File: src/rtl/fifo_arb_pkg.sv
// fifo_arb_pkg
// Shared definitions for the FIFO write-port arbiter and its round-robin picker.
// The FSM state encoding and the default parameter values live here.
package fifo_arb_pkg;

    typedef enum logic {
        IDLE  = 1'b0,
        BURST = 1'b1
    } arb_state_e;

    localparam int NREQ_DEF      = 4;
    localparam int DW_DEF        = 8;
    localparam int MAX_BURST_DEF = 4;

endpackage

File: src/rtl/fifo_rr_pick.sv
// fifo_rr_pick
// Combinational round-robin picker. The search starts at last_winner+1 and
// wraps cyclically, so the most recent winner has the lowest priority.
// Ports:
//   req         in  NREQ  request vector
//   last_winner in  3     index of the previous winner
//   winner      out 3     index of the selected requester (0 when none)
//   valid       out 1     high when at least one request is pending
import fifo_arb_pkg::*;

module fifo_rr_pick #(
    parameter int NREQ = NREQ_DEF
) (
    input  logic [NREQ-1:0] req,
    input  logic [2:0]      last_winner,
    output logic [2:0]      winner,
    output logic            valid
);

    int start_idx;

    // The outer loop walks priority order; the inner loop keeps every req
    // index constant so only fixed bit selects are generated.
    always_comb begin
        winner    = '0;
        valid     = 1'b0;
        start_idx = int'(last_winner);
        for (int k = 1; k <= NREQ; k++) begin
            for (int j = 0; j < NREQ; j++) begin
                if (!valid && req[j] && (j == ((start_idx + k) % NREQ))) begin
                    winner = 3'(j);
                    valid  = 1'b1;
                end
            end
        end
    end

endmodule

File: src/rtl/fifo_wr_arbiter.sv
// fifo_wr_arbiter
// Round-robin arbiter sharing the write port of a FIFO between NREQ
// requesters. A winner is chosen in IDLE and then owns the port for a burst
// of up to MAX_BURST words. The write enable and write data are registered.
// Ports:
//   Clk            in  1        write-side clock
//   Reset_n        in  1        asynchronous active-low reset
//   req            in  NREQ     per-requester request (word valid)
//   req_data       in  NREQ*DW  packed data lanes, lane i = [i*DW +: DW]
//   gnt            out NREQ     one-hot word-accept strobe (combinational)
//   fifo_full      in  1        FIFO write-side full flag
//   fifo_wr_enable out 1        registered FIFO write strobe
//   fifo_wr_data   out DW       registered FIFO write data
//   busy           out 1        high while a burst is in progress
//   owner          out 3        current or last burst owner
import fifo_arb_pkg::*;

module fifo_wr_arbiter #(
    parameter int NREQ      = NREQ_DEF,
    parameter int DW        = DW_DEF,
    parameter int MAX_BURST = MAX_BURST_DEF
) (
    input  logic             Clk,
    input  logic             Reset_n,
    input  logic [NREQ-1:0]  req,
    input  logic [NREQ*DW-1:0] req_data,
    output logic [NREQ-1:0]  gnt,
    input  logic             fifo_full,
    output logic             fifo_wr_enable,
    output logic [DW-1:0]    fifo_wr_data,
    output logic             busy,
    output logic [2:0]       owner
);

    arb_state_e    state_q, state_d;
    logic [2:0]    owner_q, owner_d;
    logic [3:0]    burst_cnt_q, burst_cnt_d;
    logic [2:0]    last_winner_q, last_winner_d;
    logic          fifo_wr_enable_q, fifo_wr_enable_d;
    logic [DW-1:0] fifo_wr_data_q, fifo_wr_data_d;

    logic          owner_req;
    logic [DW-1:0] owner_lane;
    logic          word_acc;
    logic [2:0]    pick_winner;
    logic          pick_valid;

    fifo_rr_pick #(
        .NREQ (NREQ)
    ) u_pick (
        .req         (req),
        .last_winner (last_winner_q),
        .winner      (pick_winner),
        .valid       (pick_valid)
    );

    // Request and data lane of the current owner.
    always_comb begin
        owner_req  = 1'b0;
        owner_lane = '0;
        for (int i = 0; i < NREQ; i++) begin
            if (owner_q == 3'(i)) begin
                owner_req  = req[i];
                owner_lane = req_data[i*DW +: DW];
            end
        end
    end

    // Only the owner can be granted, and only while the FIFO has room.
    always_comb begin
        gnt = '0;
        if (state_q == BURST) begin
            for (int i = 0; i < NREQ; i++) begin
                if (owner_q == 3'(i)) begin
                    gnt[i] = req[i] & ~fifo_full;
                end
            end
        end
    end

    assign word_acc = |gnt;

    always_comb begin
        state_d          = state_q;
        owner_d          = owner_q;
        burst_cnt_d      = burst_cnt_q;
        last_winner_d    = last_winner_q;
        fifo_wr_enable_d = 1'b0;
        fifo_wr_data_d   = fifo_wr_data_q;

        case (state_q)
            IDLE: begin
                if (pick_valid && !fifo_full) begin
                    owner_d     = pick_winner;
                    burst_cnt_d = '0;
                    state_d     = BURST;
                end
            end
            BURST: begin
                if (word_acc) begin
                    fifo_wr_enable_d = 1'b1;
                    fifo_wr_data_d   = owner_lane;
                    burst_cnt_d      = burst_cnt_q + 4'd1;
                end
                // A dropped request ends the burst even while the FIFO is full;
                // the counter is cleared on the terminal word so it stays below
                // MAX_BURST.
                if ((word_acc && (burst_cnt_q == 4'(MAX_BURST - 1))) || !owner_req) begin
                    state_d       = IDLE;
                    last_winner_d = owner_q;
                    burst_cnt_d   = '0;
                end
            end
            default: state_d = IDLE;
        endcase
    end

    always_ff @(posedge Clk or negedge Reset_n) begin
        if (!Reset_n) begin
            state_q          <= IDLE;
            owner_q          <= '0;
            burst_cnt_q      <= '0;
            last_winner_q    <= 3'(NREQ - 1);
            fifo_wr_enable_q <= 1'b0;
            fifo_wr_data_q   <= '0;
        end else begin
            state_q          <= state_d;
            owner_q          <= owner_d;
            burst_cnt_q      <= burst_cnt_d;
            last_winner_q    <= last_winner_d;
            fifo_wr_enable_q <= fifo_wr_enable_d;
            fifo_wr_data_q   <= fifo_wr_data_d;
        end
    end

    assign fifo_wr_enable = fifo_wr_enable_q;
    assign fifo_wr_data   = fifo_wr_data_q;
    assign busy           = (state_q == BURST);
    assign owner          = owner_q;

endmodule

File: config.mk
export PLATFORM = sky130hd
export DESIGN_NAME = fifo_wr_arbiter
export DESIGN_NICKNAME = d
export VERILOG_FILES = /design/src/rtl/fifo_arb_pkg.sv /design/src/rtl/fifo_rr_pick.sv /design/src/rtl/fifo_wr_arbiter.sv
export SDC_FILE = /design/constraint.sdc
export NUM_CORES = 1
export LEC_CHECK = 0
export ABC_AREA = 1
export CAP_MARGIN = 20
export CORE_MARGIN = 4
export CORE_UTILIZATION = 25
export CTS_BUF_LIST = sky130_fd_sc_hd__clkbuf_4 sky130_fd_sc_hd__clkbuf_8
export DETAILED_ROUTE_END_ITERATION = 12
export MAX_ROUTING_LAYER = met4
export PLACE_DENSITY = 0.56
export SKIP_LAST_GASP = 1
export SLEW_MARGIN = 30
export SYNTH_ARGS = -nofsm -noshare
export SYNTH_HDL_FRONTEND = slang
export SYNTH_HIERARCHICAL = 1
export SYNTH_SLANG_ARGS = --single-unit
File: constraint.sdc
create_clock -name Clk -period 2.8 [get_ports Clk]
set_clock_uncertainty 0.15 [all_clocks]
set_input_delay 0.28 -clock Clk [delete_from_list [all_inputs] [get_ports Clk]]
set_output_delay 0.28 -clock Clk [all_outputs]
set_load 0.05 [all_outputs]
Word-level counts from Yosys, hierarchy flattened
Cells that the tools add are included.
- memory bits (read-only): 0
- memories kept: 0
- latch bits: 0
- register bits after elaboration: 18
- bits in writable memories: 0
- output and inout bits: 17
- bits of input ports: 39
- logic and storage cells: 157
- div/mod/pow operators: 0
- $add $sub $neg: 5
- multiply operators: 0
- magnitude comparators: 0
- equality and inequality tests: 18
- multiplexer cells: 53
- shift operators: 0
- reductions and logical operators: 65
- bitwise logic cells: 10
- operators by type and width (kind ; number):
    32-bit zero test ; 4
    1-bit logical AND ; 33
    8-bit 2-to-1 mux ; 4
    1-bit 2-to-1 mux ; 29
    2-bit 2-to-1 mux ; 14
    3-bit == test (first input constant) ; 8
    1-bit zero test ; 17
    4-bit 2-to-1 mux ; 4
    2-bit by 3-bit == test with 1-bit output (first input constant) ; 4
    4-bit case mux with 2 select lines ; 1
    2-bit AND reduction ; 4
    2-bit OR reduction ; 4
    2-bit by 1-bit adder with 2-bit output (second input constant) ; 2
    2-bit adder (second input constant) ; 2
    4-bit by 1-bit adder with 4-bit output (second input constant) ; 1
    1-bit AND ; 4
    1-bit AND (first input constant) ; 4
    2-bit == test (second input constant) ; 2
    4-bit by 2-bit == test with 1-bit output (second input constant) ; 1
    4-bit OR reduction ; 1
    3-bit zero test ; 1
    3-bit by 1-bit inequality test with 1-bit output (second input constant) ; 1
    2-bit by 1-bit == test with 1-bit output (second input constant) ; 1
    2-bit inequality test (second input constant) ; 1
    other kinds (3) ; 4

Longest topological paths before layout
Gate-level depths: netlist (run 1).
- depth after elaboration: 69
- gate-level depth with buffers: 14

Cells and area by module
The synthesis (run 1) kept the hierarchy.
- modules (own cells, without submodules) (module ; times used ; cells an instance ; area an instance (um^2)):
    fifo_wr_arbiter ; 1 ; 168 ; 1196.1
    fifo_rr_pick ; 1 ; 63 ; 309.0

Least setup slack after synthesis (run 1)
Ideal clock, no wire load.
- path kind: reg-to-reg
- start point: reg last_winner_q[0]
- end point: reg state_q (netlist: busy)
- library setup time: 143 ps
- setup slack: 541 ps
- required time: 2507 ps
- cell stages (with the launch flop): 13
- arrival: 1966 ps
- clock period less this slack: 2259 ps
- cell sequence: dfstp_2 inv_2 nand3_1 nand2_2 nor2_4 nand4_2 nor2_2 nand4_2 nor3_4 nand4_1 nand3_1 clkbuf_1 o21ai_0
- word-level cells in the longest chain between the ends: 69
- elaborated cells between the ends (all ways): 93
- RTL lines (what ; line ; source):
    start, declared ; fifo_wr_arbiter.sv:38 ; logic [2:0] last_winner_q, last_winner_d;
    start signal, assigned ; fifo_wr_arbiter.sv:123 ; last_winner_q <= 3'(NREQ - 1);
    start signal, assigned ; fifo_wr_arbiter.sv:130 ; last_winner_q <= last_winner_d;
    2-bit by 1-bit adder with 2-bit output ; fifo_rr_pick.sv:30 ; if (!valid && req[j] && (j == ((start_idx + k) % NREQ))) begin
    2-bit OR reduction (no source line) ; n/a ;
    1-bit AND (no source line) ; n/a ;
    32-bit zero test ; fifo_rr_pick.sv:30 ;
    1-bit logical AND ; fifo_rr_pick.sv:30 ;
    1-bit 2-to-1 mux ; fifo_rr_pick.sv:30 ;
    1-bit zero test ; fifo_rr_pick.sv:30 ;
    1-bit logical AND (2 in series) ; fifo_rr_pick.sv:30 ;
    (+53 left out) ; n/a ;
    1-bit zero test ; fifo_rr_pick.sv:30 ;
    1-bit logical AND (2 in series) ; fifo_rr_pick.sv:30 ;
    1-bit 2-to-1 mux * ; fifo_rr_pick.sv:30 ;
    net pick_valid ; fifo_wr_arbiter.sv:46 ; logic pick_valid;
    1-bit logical AND * ; fifo_wr_arbiter.sv:93 ; if (pick_valid && !fifo_full) begin
    1-bit 2-to-1 mux * ; fifo_wr_arbiter.sv:93 ;
    1-bit case mux with 2 select lines * ; fifo_wr_arbiter.sv:91 ; case (state_q)
    net state_d ; fifo_wr_arbiter.sv:35 ; arb_state_e state_q, state_d;
    end signal, assigned ; fifo_wr_arbiter.sv:127 ; state_q <= state_d;
    end, declared ; fifo_wr_arbiter.sv:35 ;
The timed path passes the listed nets; every way through them passes the cells marked *.
A chain may end at the register's enable or synchronous reset.

Final worst setup path (run 1)
- start point: reg owner_q[1] (netlist: owner[1])
- end point: out gnt[3]
- word-level cells in the longest chain between the ends: 3
- RTL lines (what ; line ; source):
    start, declared ; fifo_wr_arbiter.sv:36 ; logic [2:0] owner_q, owner_d;
    start signal, assigned ; fifo_wr_arbiter.sv:128 ; owner_q <= owner_d;
    2-bit == test ; fifo_wr_arbiter.sv:74 ; if (owner_q == 3'(i)) begin
    1-bit 2-to-1 mux ; fifo_wr_arbiter.sv:74 ;
    4-bit 2-to-1 mux ; fifo_wr_arbiter.sv:72 ; if (state_q == BURST) begin
    end, declared ; fifo_wr_arbiter.sv:27 ; output logic [NREQ-1:0] gnt,
No other way between the ends.

==> results.cfg, run 1 <==
[final_layout]
drive_above_1_share_pct = 12.5
antenna_cells = 0
area_growth_syn_to_layout_pct = 46.9
fin_area_um2 = 2160
num-nets-final = 329
fillers = 629
instances_no_fill = 360
final_util_pct = 38.5

[power_and_ir_drop]
swShare_pct = 53.4
p_sw_mw = 1.10
power_density_nw_per_um2 = 952
max-vdd-ir-drop_v = 0.000484
clock_power_share_pct = 9.6
seqPwrFrac_pct = 25.6
leakage_nw = 1.06
combPwrFrac_pct = 64.8
p_int_mw = 0.959

[worst_setup_path]
worstPathMaxFanout = 8
crit_required_ps = 2370
worst_setup_path_start_kind = flip-flop
startpoint = owner[1]$_DFFE_PN0P_
end_kind = primary output
criticalPathCategory = reg2out
crit_arrival_ps = 2040
rrSetupSlack_ps = 390
rr_startpoint = last_winner_q[0]$_DFFE_PN1P_

[drt]
drtIter0Drc = 48
avgViaCountPerCell = 4.47
routedWlPerCell_um = 12.0
drc_errors = 0
num_vias = 1608
dr.pass1.iters = 5
wl_um = 4310
ant_nets = 0

[placed_design]
portBuffers = 55
hpwl_um = 3530
place_area_um2 = 2110
place_congestion = 0.878
post-place-ws_ps = 207
place_inst = 355

[global_route]
met2_usage_pct = 21.1
met3_usage_pct = 2.65
busiest_layer = met2
grt_max_degree = 20
antenna_found_initial = 0
first_global_vias = 1589
grt-ovfl-total = 0
met1_usage_pct = 16.9
track_usage_pct = 13.0
grt_pass1_wl_um = 7470

[flow_run]
maxCapViolCount = 0

[timing]
period_minus_slack_ps = 2470
finalCritPeriodShare_pct = 88.1
tns_ps = 0
maxSlewViolCount = 0
max_freq_ghz = 0.405
tightest_slew_ps = 613
fin_ws_ps = 333
worst_slew_margin_rel_pct = 59.0
rsz0062_at_grt = no
setup_viol = 0
hold_violations = 0

[clock_network]
cts_setup_buffers = 0
cts-root-buf = clkbuf_8
clk_pin_slew_ps = 70
cts_buffers = 3
cts_buffer_depth = 2
post_cts_resized = 0
htree_levels = 1
clock_latency_ps = 250
cts_tree = yes
cts.sinks = 19

[floorplan]
ios = 56
fp.dieW_um = 84.7
die_area_um2 = 7180
dieHeight_um = 84.7
rows = 27
core_um2 = 5610
initial_utilization_pct = 26.2

[hold_path]
holdCritStartpoint = fifo_wr_data[4]$_DFFE_PN0P_
hold_class = reg2reg

[outcome]
status = finished, final reports clean

[yosys]
yosys_warnings = 6
postSynthCellCount = 228
syn_area_um2 = 1470
synth_nets = 268
synth_area_per_cell_um2 = 6.45
area by class of cell:
cell class | instances | area (um2) | area share (%)
timing repair buffer | 60 | 578 | 26.8
clock buffer | 4 | 48.8 | 2.26
multi-input combinational | 175 | 853 | 39.5
inverter | 30 | 113 | 5.21
sequential | 19 | 478 | 22.1
tap | 72 | 90.1 | 4.17
registers in the layout, summed over array words and instances, names as in the netlist:
register and flops:
last_winner_q 2, fifo_wr_enable 1, fifo_wr_data 8, busy 1, owner 3, burst_cnt_q 4
metrics by stage:
| step | total power [mW] | hold WS, ps |
|---|---|---|
| 3_5_place_dp | 1.87 | 319 |
| 3_3_place_gp | 1.88 | 311 |
| 6_report | 2.06 | 330 |
| 4_1_cts | 2.08 | 336 |
| 5_1_grt | 2.25 | 353 |
| 2_1_floorplan | 1.45 | -166 |
layout by cell type, fill, tap and decap left out, types with 2 or more instances in the layout:
cell             count
nor2_1              24
nor3_1               2
a21oi_1              3
nand4_2              2
dfrtp_1             17
nand3_1             17
dfstp_2              2
nand3_2              2
nor2_4               5
inv_2                5
nand2_2              6
clkdlybuf4s50_1     51
o21ai_0              4
nand4_1             19
inv_1               25
buf_4                7
nand2_1             85
clkbuf_8             3
per-layer routing:
metal  part of all wire (%)  vias up  routed length [um]
met3                    3.3        4                 143
met4                    1.3        0                  56
met5                      0        -                   0
li1                       -      852                   -
met2                     49       35                2100
met1                     47      717                2010
critical path, stage by stage, from the launching register on:
cell,delay (ps)
dfrtp_1,550
nand2_1,160
nor2_4,110
nand3_2,100
inv_1,70
clkdlybuf4s50_1,790
power by group through the flow:
stage / clock (mW) / combinational, mW / sequential, mW
after floorplan: 0 / 0.663 / 0.791
after global placement: 0 / 1.35 / 0.534
after detailed placement: 0 / 1.34 / 0.530
after CTS: 0.206 / 1.35 / 0.528
after global routing: 0.219 / 1.48 / 0.551
final: 0.197 / 1.33 / 0.527
what timing repair did:
| item | 4_1_cts | 5_1_grt |
|---|---|---|
| hold buffers | 0 | 1 |
| endpoints found under the setup margin | 0 | 0 |
| hold endpoints to repair | 0 | 17 |
path summary, 6_finish.rpt:
path                                                 to  cells past startpoint
setup / recovery                                 gnt[3]                      5
hold / removal              fifo_wr_data[4]$_DFFE_PN0P_                      2
setup reg to reg             burst_cnt_q[1]$_DFFE_PN0P_                     13
hold reg to reg             fifo_wr_data[4]$_DFFE_PN0P_                      2
max in group asynchronous  last_winner_q[0]$_DFFE_PN1P_                      2
min in group asynchronous      fifo_wr_enable$_DFF_PN0_                      2
(Power assumes the default switching activity.)
==> inputs of run 2 (changes only) <==
--- a/config.mk
+++ b/config.mk
@@ -6,11 +6,13 @@
 export NUM_CORES = 1
 export LEC_CHECK = 0
 export ABC_AREA = 1
+export ABC_CLOCK_PERIOD_IN_PS = 2400
 export CAP_MARGIN = 20
 export CORE_MARGIN = 4
 export CORE_UTILIZATION = 25
 export CTS_BUF_LIST = sky130_fd_sc_hd__clkbuf_4 sky130_fd_sc_hd__clkbuf_8
 export DETAILED_ROUTE_END_ITERATION = 12
+export HOLD_SLACK_MARGIN = 0.05
 export MAX_ROUTING_LAYER = met4
 export PLACE_DENSITY = 0.56
 export SKIP_LAST_GASP = 1
==> constraint.sdc (replaced) <==
create_clock -name Clk -period 2.4 [get_ports Clk]
set_clock_uncertainty 0.15 [all_clocks]
set_input_delay 0.24 -clock Clk [delete_from_list [all_inputs] [get_ports Clk]]
set_output_delay 0.24 -clock Clk [all_outputs]
set_load 0.05 [all_outputs]
==> results.cfg, run 2 (synthesis results as in run 1) <==
[outcome]
status = finished, final reports clean

[global_route]
first_global_vias = 1575
grt_max_degree = 20
grt_pass1_wl_um = 7650
grt-ovfl-total = 0
antenna_found_initial = 0
track_usage_pct = 13.3

[timing]
finalCritPeriodShare_pct = 97.5
tightest_slew_ps = 594
whs_ps = 174
tns_ps = 0
rsz0062_at_grt = yes
setup_viol = 0
hold_violations = 0
worst_slew_margin_rel_pct = 60.3
period_minus_slack_ps = 2340
fin_ws_ps = 59.3
max_freq_ghz = 0.427
maxSlewViolCount = 0

[worst_setup_path]
critPathMostFrequentCell = nor2_4
worstPathCellList = nor2_4, nand2_2, nand2_2, nor2_4, nand4_4, nor2_4, nand4_4, nor3_4, nand4_1, nand3_2, buf_6, nor2_2, a21oi_1
worstPathMaxFanout = 6
r2r-end = owner[0]$_DFFE_PN0P_
end_kind = flip-flop
rrSetupSlack_ps = 60
max_stage_delay_ps = 610
cp_top_family = simple AND/OR/NAND/NOR gates
crit_required_ps = 2430
r2r_cells = 13
criticalPathCategory = reg2reg
crit_arrival_ps = 2370
worst_setup_path_start_kind = flip-flop
rr_startpoint = last_winner_q[0]$_DFFE_PN1P_
critical_path.slowest_cell = dfstp_2
path_buf_inv = 1

[drt]
drtIter0Drc = 116
routedWlPerCell_um = 12.8
ant_nets = 0
num_vias = 1668
avgViaCountPerCell = 4.50
dr.pass1.iters = 4
wl_um = 4730
drc_errors = 0

[clock_network]
cts.sinks = 19
cts-root-buf = clkbuf_8
clock_latency_ps = 250
cts_tree = yes
cts_buffer_depth = 2
cts_buffers = 3
clk_pin_slew_ps = 70
hold_buffers = 0
htree_levels = 1

[floorplan]
die_area_um2 = 7180
dieHeight_um = 84.7
fp.dieW_um = 84.7
ios = 56
core_um2 = 5610
initial_utilization_pct = 26.2
rows = 27

[final_layout]
instances_no_fill = 371
num-nets-final = 340
fin_area_um2 = 2380
final_util_pct = 42.4
area_growth_syn_to_layout_pct = 61.6
drive_above_1_share_pct = 20.1
most-common-layout-cells = nand2_1, clkdlybuf4s50_1, inv_1
fillers = 603
multi_input_area_um2 = 931
largest_register_ffs = 8
layout_commonest_cell = nand2_1
regArea_um2 = 478
antenna_cells = 0

[power_and_ir_drop]
leakage_nw = 1.14
max-vdd-ir-drop_v = 0.000520
power_density_nw_per_um2 = 1140
total_power_mw = 2.71

[placed_design]
portBuffers = 55
place_inst = 359
place_area_um2 = 2180
post-place-ws_ps = 35.4
hpwl_um = 3580
place_congestion = 0.905

[flow_run]
maxCapViolCount = 0

[hold_path]
hold_class = in2async
[run 2: changes by cell type in the layout (fill, tap and decap cells not counted), sizes merged]
cell and delta:
buf +12, dlygate4sd3 -1
[run 2: worst max path at each step]
stage | startpoint | endpoint | slack, ps | cells past startpoint
final | last_winner_q[0]$_DFFE_PN1P_ | owner[0]$_DFFE_PN0P_ | 60 | 13
after global routing | last_winner_q[1]$_DFFE_PN1P_ | burst_cnt_q[0]$_DFFE_PN0P_ | -90 | 13
after CTS | last_winner_q[0]$_DFFE_PN1P_ | owner[2]$_DFFE_PN0P_ | 70 | 13
after detailed placement | req[3] | owner[1]$_DFFE_PN0P_ | 40 | 13
after global placement | req[0] | burst_cnt_q[0]$_DFFE_PN0P_ | 120 | 13
after floorplan | last_winner_q[0]$_DFFE_PN1P_ | busy$_DFF_PN0_ | 140 | 12
[run 2: power breakdown]
group	switching, mW	internal [mW]	total (mW)
clock	0.105	0.129	0.234
combinational	1.15	0.699	1.85
sequential	0.159	0.462	0.620
[run 2: metal layers]
metal  vias to the layer above  GRT usage (%)  routed length, um
li1                        869              -                  -
met5                         -              -                  0
met1                       762           17.0               2120
met4                         0           1.73                 45
met3                         4           2.85                148
met2                        33           22.3               2420
[run 2: layout make-up]
cell class / count / share of cell area (%)
multi-input cells: 175 / 39.1
repair buffers: 71 / 30.2
flip-flops and latches: 19 / 20.1
inverters: 30 / 4.73
well taps: 72 / 3.79
clock buffers: 4 / 2.05
[run 2: repair_timing]
| item | CTS | global route |
|---|---|---|
| buffers inserted | 0 | 8 |
| endpoints found under the setup margin | 0 | 8 |
| resized for setup | 0 | 20 |
[run 2: worst register-to-register path, stage by stage (launching register included)]
cell and delay, ps:
dfstp_2 610, nor2_4 60, nand2_2 90, nand2_2 70, nor2_4 150, nand4_4 110, nor2_4 140, nand4_4 100
nor3_4 230, nand4_1 130, nand3_2 140, buf_6 160, nor2_2 40, a21oi_1 110
==> inputs of run 3 (changes only) <==
--- a/config.mk
+++ b/config.mk
@@ -14,7 +14,7 @@
 export DETAILED_ROUTE_END_ITERATION = 12
 export HOLD_SLACK_MARGIN = 0.05
 export MAX_ROUTING_LAYER = met4
-export PLACE_DENSITY = 0.56
+export PLACE_DENSITY = 0.5
 export SKIP_LAST_GASP = 1
 export SLEW_MARGIN = 30
 export SYNTH_ARGS = -nofsm -noshare
==> results.cfg, run 3 (synthesis results as in run 1) <==
[drt]
drtIter0Drc = 124
num_vias = 1678
drc_errors = 0
routedWlPerCell_um = 12.3
ant_nets = 0
dr.pass1.iters = 4
avgViaCountPerCell = 4.51
wl_um = 4570

[final_layout]
antenna_cells = 0
multi_input_area_um2 = 917
area_growth_syn_to_layout_pct = 61.1
drive_above_1_share_pct = 19.3
num-nets-final = 341
layout_commonest_cell = nand2_1
most-common-layout-cells = nand2_1, clkdlybuf4s50_1, inv_1
largest_register_ffs = 8
fillers = 610
regArea_um2 = 478

[floorplan]
fp.dieW_um = 84.7
core_um2 = 5610
rows = 27
die_area_um2 = 7180
initial_utilization_pct = 26.2
dieHeight_um = 84.7
ios = 56

[worst_setup_path]
end_kind = flip-flop
crit_arrival_ps = 2300
r2r-end = burst_cnt_q[2]$_DFFE_PN0P_
worstPathMaxFanout = 6
criticalPathCategory = reg2reg
r2r_cells = 13
worst_setup_path_start_kind = flip-flop
rrSetupSlack_ps = 110
crit_required_ps = 2410
rr_startpoint = last_winner_q[0]$_DFFE_PN1P_

[timing]
rsz0062_at_grt = yes
period_minus_slack_ps = 2290
hold_violations = 0
setup_viol = 0
whs_ps = 154
maxSlewViolCount = 0
finalCritPeriodShare_pct = 95.5
fin_ws_ps = 108
tns_ps = 0
tightest_slew_ps = 620
worst_slew_margin_rel_pct = 58.5
max_freq_ghz = 0.436

[clock_network]
cts_buffers = 3
clock_latency_ps = 260
clk_pin_slew_ps = 80
htree_levels = 1
cts-root-buf = clkbuf_8
cts_buffer_depth = 2
cts.sinks = 19
cts_tree = yes

[placed_design]
portBuffers = 55
place_congestion = 0.876
post-place-ws_ps = 6.08
hpwl_um = 3520

[outcome]
status = finished, final reports clean

[global_route]
first_global_vias = 1491
grt_pass1_wl_um = 7170
grt_max_degree = 20
antenna_found_initial = 0
grt-ovfl-total = 0
track_usage_pct = 12.6

[power_and_ir_drop]
leakage_nw = 1.15
power_density_nw_per_um2 = 1130
max-vdd-ir-drop_v = 0.000516
total_power_mw = 2.68

[hold_path]
hold_class = in2async

[flow_run]
maxCapViolCount = 0
## run 3: worst max-delay path, cell delays in order, from the launching register on
cell,delay [ps]
dfstp_2,620
nor2_4,60
nand2_2,80
nand2_2,70
nor2_4,140
nand4_4,100
nor2_4,140
nand4_4,100
nor3_4,210
nand4_1,120
nand3_2,150
nand3_4,100
nand3_1,100
nand2_1,50
## run 3: how the worst max path moves through the flow
stage	startpoint	endpoint	slack, ps	cells past startpoint
2_1_floorplan	last_winner_q[0]$_DFFE_PN1P_	busy$_DFF_PN0_	140	12
3_3_place_gp	req[3]	burst_cnt_q[1]$_DFFE_PN0P_	80	13
3_5_place_dp	req[3]	owner[0]$_DFFE_PN0P_	6	13
4_1_cts	last_winner_q[0]$_DFFE_PN1P_	owner[0]$_DFFE_PN0P_	50	13
5_1_grt	last_winner_q[0]$_DFFE_PN1P_	burst_cnt_q[1]$_DFFE_PN0P_	-80	13
6_report	last_winner_q[0]$_DFFE_PN1P_	burst_cnt_q[2]$_DFFE_PN0P_	110	13
## run 3: what timing repair did
item | in CTS | in global routing
gates resized for setup | 0 | 16
hold buffers | 0 | 0
buffers inserted | 0 | 9
endpoints found under the setup margin | 0 | 8
## run 3: power by group
group / internal (mW) / switching (mW) / total [mW]
clock: 0.116 / 0.122 / 0.238
sequential: 0.462 / 0.157 / 0.619
combinational: 0.694 / 1.13 / 1.82
## run 3: area by class of cell
type                            count  area share [%]
Sequential cell                    19            20.2
Timing Repair Buffer               72            30.6
Multi-Input combinational cell    175            38.7
Inverter                           30            4.75
Tap cell                           72            3.80
Clock inverter                      1           0.211
Clock buffer                        3            1.74
## run 3: metrics by stage
stage / util [%] / cell area, um2 / cells
floorplan: - / 1470 / 228
global placement: 39.0 / 2180 / 359
detailed placement: 39.0 / 2180 / 359
CTS: 39.8 / 2230 / 363
global route: 42.3 / 2370 / 372
finish: 42.3 / 2370 / 372
## run 3: routing by layer
| layer | global-route usage, % | vias to the layer above | routed length, um |
|---|---|---|---|
| met5 | - | - | 0 |
| met3 | 1.28 | 4 | 163 |
| met4 | 3.02 | 0 | 46 |
| li1 | - | 872 | - |
| met2 | 20.2 | 36 | 2190 |
| met1 | 17.1 | 766 | 2170 |
